`src/rtl/rr_write_arbiter.sv`:
```
// rtl/rr_write_arbiter.sv - merges NUM_WRITERS busy-line Writers onto one FIFO write port
// ARB_ROUND_ROBIN_EN selects round-robin search from the last-served Writer; undefined gives fixed lowest-index priority.
module rr_write_arbiter #(
    parameter int NUM_WRITERS = 2,
    parameter int DATA_WIDTH  = 8
) (
    input  logic                              i_clk,
    input  logic                              i_reset,
    input  logic [NUM_WRITERS*DATA_WIDTH-1:0] i_data,
    input  logic [NUM_WRITERS-1:0]            i_req,
    input  logic                              i_fifo_full,
    output logic [NUM_WRITERS-1:0]            o_busy,
    output logic                              o_we,
    output logic [DATA_WIDTH-1:0]             o_data
);
    localparam int IDX_W = $clog2(NUM_WRITERS);

    logic                   grant_valid;
    logic [IDX_W-1:0]       grant_idx;
    logic [DATA_WIDTH-1:0]  words [NUM_WRITERS];
    logic                   xfer;
    logic                   rearb;
    logic                   pick_found;
    logic [IDX_W-1:0]       pick_idx;
    logic [NUM_WRITERS-1:0] busy_d;

    for (genvar k = 0; k < NUM_WRITERS; k++) begin : g_unpack
        assign words[k] = i_data[k*DATA_WIDTH +: DATA_WIDTH];
    end

    assign xfer   = grant_valid & i_req[grant_idx] & ~i_fifo_full;
    assign rearb  = ~grant_valid | xfer | ~i_req[grant_idx];
    assign o_we   = xfer;
    assign o_data = grant_valid ? words[grant_idx] : '0;

`ifdef ARB_ROUND_ROBIN_EN
    logic [IDX_W-1:0] last_ptr;
    logic [IDX_W-1:0] search_base;
    logic [IDX_W-1:0] cand;

    // A Writer served on this edge becomes the new base, so it is visited last.
    assign search_base = xfer ? grant_idx : last_ptr;

    always_comb begin
        pick_found = 1'b0;
        pick_idx   = '0;
        cand       = '0;
        for (int i = 1; i <= NUM_WRITERS; i++) begin
            cand = IDX_W'((int'(search_base) + i) % NUM_WRITERS);
            if (!pick_found && i_req[cand]) begin
                pick_found = 1'b1;
                pick_idx   = cand;
            end
        end
    end

    always_ff @(posedge i_clk or posedge i_reset) begin
        if (i_reset) begin
            last_ptr <= IDX_W'(NUM_WRITERS - 1);
        end else if (xfer) begin
            last_ptr <= grant_idx;
        end
    end
`else
    always_comb begin
        pick_found = 1'b0;
        pick_idx   = '0;
        for (int i = NUM_WRITERS - 1; i >= 0; i--) begin
            if (i_req[i]) begin
                pick_found = 1'b1;
                pick_idx   = IDX_W'(i);
            end
        end
    end
`endif

    always_comb begin
        busy_d = '1;
        if (pick_found) begin
            busy_d[pick_idx] = 1'b0;
        end
    end

    // Grant and busy lines only move on re-arbitration; back-pressure holds them.
    always_ff @(posedge i_clk or posedge i_reset) begin
        if (i_reset) begin
            grant_valid <= 1'b0;
            grant_idx   <= '0;
            o_busy      <= '1;
        end else if (rearb) begin
            grant_valid <= pick_found;
            grant_idx   <= pick_idx;
            o_busy      <= busy_d;
        end
    end

endmodule

```
`config.mk`:
```
export PLATFORM = sky130hd
export DESIGN_NAME = rr_write_arbiter
export DESIGN_NICKNAME = d
export VERILOG_FILES = /design/src/rtl/rr_write_arbiter.sv
export SDC_FILE = /design/constraint.sdc
export NUM_CORES = 1
export LEC_CHECK = 0
export BUFFER_PORTS_ARGS = -buffer_cell sky130_fd_sc_hd__buf_2
export CAP_MARGIN = 25
export CORE_AREA = 3 3 40 42
export DETAILED_ROUTE_END_ITERATION = 10
export DIE_AREA = 0 0 43 45
export HOLD_SLACK_MARGIN = 0.06
export PLACE_DENSITY_LB_ADDON = 0.3
export SYNTH_ARGS = -nofsm -noshare
export SYNTH_HDL_FRONTEND = slang
export SYNTH_SLANG_ARGS = --single-unit
```
`constraint.sdc`:
```
create_clock -name i_clk -period 1.7 [get_ports i_clk]
set_clock_uncertainty 0.2 [all_clocks]
set_input_delay 0.085 -clock i_clk [delete_from_list [all_inputs] [get_ports i_clk]]
set_output_delay 0.085 -clock i_clk [all_outputs]
set_load 0.02 [all_outputs]
```
==> qor_table.md <==
| Parameter | Value | Unit |
|---|---|---|
| Outcome | complete, no violations | - |
| Internal | 0.000257 | W |
| Destination of the worst register-to-register timing path | grant_idx | - |
| Slew margin rel. | 89.3 | % |
| First-pass DRT Iterations | 2 | - |
| Synthesized net count | 59 | - |
| Die height | 45 | um |
| Num rows | 13 | - |
| Sort of element at the end of the critical path | flop | - |
| Clock input transition at the sequential cells of the worst setup and hold paths | 40 | ps |
| Total number of H-tree levels | 1 | - |
| Cell variety after synth | 18 | - |
| Count of endpoints failing hold in the final timing report | 0 | - |
| Fraction of final layout cells sized beyond drive strength 1 | 53.9 | % |
| Setup repair bufs after CTS | 0 | - |
| Switching share of power | 31.0 | % |
| Share of total power in the clock network | 30.6 | % |
| Final Worst Setup Slack | 106 | ps |
| Avg Synthesized Cell Area | 9.42 | um2 |
| Required time of the critical path | 1660 | ps |
| Pin count of the biggest net entering global routing | 14 | - |
| Setup violations, final | 0 | - |
| Std-Cell Core Area | 1280 | um2 |
| Peak VDD IR | 0.348 | mV |
| Placed instance count | 83 | - |
| Worst endpoint data arrival time | 1560 | ps |
| Setup TNS | 0 | ps |
| Count of nets left with antenna violations after detail routing | 0 | - |
| Post-DR wirelength/cell | 10.2 | um |
| Half-perimeter wire length after detailed placement | 710 | um |
| Pre-CTS setup slack | 288 | ps |
| Overall die area | 1940 | um2 |
| Sequential cell fraction of total power | 31.6 | % |
| Number of vias per cell after detailed routing | 4.52 | - |
| Cell repeated most along the worst path | sky130_fd_sc_hd__dlygate4sd3_1 | - |
| Count of max-cap constraint violations | 0 | - |
| Fin. max-slew vios | 0 | - |
| Most repeated cell in the gate-level netlist after synthesis | sky130_fd_sc_hd__mux2i_1 | - |
| Most area-consuming cells after synthesis | sky130_fd_sc_hd__mux2i_1 28%, sky130_fd_sc_hd__dfstp_2 15%, sky130_fd_sc_hd__dfrtp_1 14% | - |
| Final global-route overflow total | 0 | - |
| Logic depth of the worst path, buffers included | 5 | - |
| Clock sink count | 4 | - |
| Clock root buffer | sky130_fd_sc_hd__clkbuf_4 | - |
| Clock period minus worst slack | 1590 | ps |
| Number of buffers on the longest clock path | 2 | - |
| Cell area after technology mapping | 358 | um2 |
| Post-route fraction of the period consumed by the critical path | 93.8 | % |
| Initial detailed-routing violation count | 4 | - |
| Ys async rst share | 100 | % |
| Post-synth top cells | 10 x sky130_fd_sc_hd__mux2i_1, 8 x sky130_fd_sc_hd__nor2b_1 | - |
| Via count | 411 | - |
| Quantity of I/O buffers inserted on ports | 31 | - |
| Number of global-route vias before repair | 390 | - |
| Clock tree from TritonCTS | yes | - |
| Predominant post-synthesis flop cell | sky130_fd_sc_hd__dfstp_2 | - |
| FF+latch count, synth | 4 | - |
| EDFF count, synth | 0 | - |
| Cells on worst reg2reg path | 3 | - |
| Fraction of synthesized cell area taken by the top area cell type | 28.0 | % |
| Path class of the lowest-slack min-delay path | in -> async | - |
| Combinational group share of total power | 37.8 | % |
| Initial antenna violation count | 0 | - |
| Residual DRC | 0 | - |
| Kind of start point of the critical path | input pin | - |
| Antenna fix cells | 0 | - |
| Total power density per cell area | 621 | nW/um2 |
| Global routing usage summed across all routing layers | 10.3 | % |
| Register-to-register path setup slack | 170 | ps |
| CP bufs+invs | 3 | - |
| List of cells traversed by the critical path | dlygate4sd3_1, buf_2, nand3_1, a21boi_0, dlygate4sd3_1 | - |
| Syn Inst Count | 38 | - |
| Slowest CP cell | sky130_fd_sc_hd__dlygate4sd3_1 | - |
| Fin nets | 99 | - |
| Transition time of the tightest slew-check pin | 156 | ps |
| Die width | 43 | um |
| Number of primary I/O pins | 32 | - |
| Worst setup path category | in -> reg | - |
| GPL Wtd Cong | 0.666 | - |
| First-pass GRT wire length | 1520 | um |
| Most area-hungry cell type in the Yosys netlist | sky130_fd_sc_hd__mux2i_1 | - |
| Worst skew pair latency | 230 | ps |
| Power dissipated by switching net loads | 0.000115 | W |
| CTS Buf Count | 3 | - |
| Pwr Total | 0.000372 | W |
| Post-layout instance count excluding filler cells | 91 | - |
| Layout-stage area growth over the synthesis result | 67.5 | % |
| RSZ-0062 raised after global routing | false | - |
| Total of warnings raised by yosys | 0 | - |
| Largest delay share family, worst path | buffers and inverters | - |
| Number of filler cells placed in the layout | 135 | - |
| Fmax | 627 | MHz |
| Sequential cell area fraction in the yosys report | 28.7 | % |
| Total routed wirelength | 928 | um |
| Crit path max fanout | 5 | - |
| Start of the worst register-to-register path | grant_valid | - |
| Delay of the slowest critical-path stage | 560 | ps |
| Effective utilization at floorplan | 27.8 | % |
| Leakage power figure | 0.309 | nW |
layer usage:
metal,track usage [%],wire [um],share of wire (%)
met1,12.5,386,42
met2,16.8,426,46
met3,2.79,115,12
met4,5.42,0,0
met5,0,0,0
area by class of cell:
class / instances / area, um2 / area share (%)
multi-input combinational: 30 / 233 / 38.8
timing repair buffer: 37 / 213 / 35.5
sequential: 4 / 105 / 17.5
clock buffer: 3 / 22.5 / 3.76
tap: 15 / 18.8 / 3.13
inverter: 2 / 7.51 / 1.25
metrics by stage:
stage,hold WS [ps],util (%),area (um2)
floorplan,-350,-,358
global placement,-233,40.8,524
detailed placement,-231,40.8,524
CTS,65.9,46.4,597
global route,84.1,46.6,599
finish,74.4,46.6,599
sequential cells by signal, indices dropped and copies added (netlist names):
| signal | flops |
|---|---|
| grant_idx | 1 |
| grant_valid | 1 |
| o_busy | 2 |
cells in the final DEF, fill, tap and decap left out, types with 2 or more instances in the layout:
master                          count
sky130_fd_sc_hd__a21oi_1            2
sky130_fd_sc_hd__buf_2             31
sky130_fd_sc_hd__clkbuf_4           3
sky130_fd_sc_hd__dfrtp_2            2
sky130_fd_sc_hd__dfstp_2            2
sky130_fd_sc_hd__dlygate4sd3_1      5
sky130_fd_sc_hd__inv_1              2
sky130_fd_sc_hd__mux2i_1           10
sky130_fd_sc_hd__nor2b_1            8
worst max path at each step:
stage | start | endpoint | slack, ps
final | i_fifo_full | grant_idx | 110
after global routing | i_fifo_full | grant_idx | 5
after CTS | grant_idx | o_data[1] | 40
after detailed placement | grant_idx | o_data[1] | 290
after global placement | grant_idx | o_data[6] | 310
after floorplan | o_busy[1] | o_busy[1] | 400
tightest hold or removal path: stages:
cell,delay (ps)
sky130_fd_sc_hd__dlygate4sd3_1,530
sky130_fd_sc_hd__buf_2,120
sky130_fd_sc_hd__inv_1,120
power groups by stage:
stage	clock (W)	sequential (W)	combinational [W]
CTS	0.000122	0.000118	0.000142
floorplan	0	0.000121	0.0000777
detailed placement	0	0.000119	0.000133
finish	0.000114	0.000118	0.000140
global placement	0	0.000118	0.000133
global route	0.000130	0.000120	0.000155
kinds of logic (layout without fill, tap and decap cells):
group / count (synthesis) / in the layout / share of synthesized area (%)
and+or+nand+nor: 14 / 14 / 26.2
buffers and inverters: 4 / 42 / 6.29
AOI/OAI and AO/OA: 6 / 6 / 10.8
DFF: 4 / 4 / 28.7
muxes: 10 / 10 / 28.0
what timing repair did:
| action | 4_1_cts | 5_1_grt |
|---|---|---|
| setup endpoints to repair | 0 | 7 |
| hold buffers | 5 | 0 |
| resized for setup | 0 | 2 |
| hold endpoints to repair | 8 | 0 |
(Power assumes the default switching activity.)
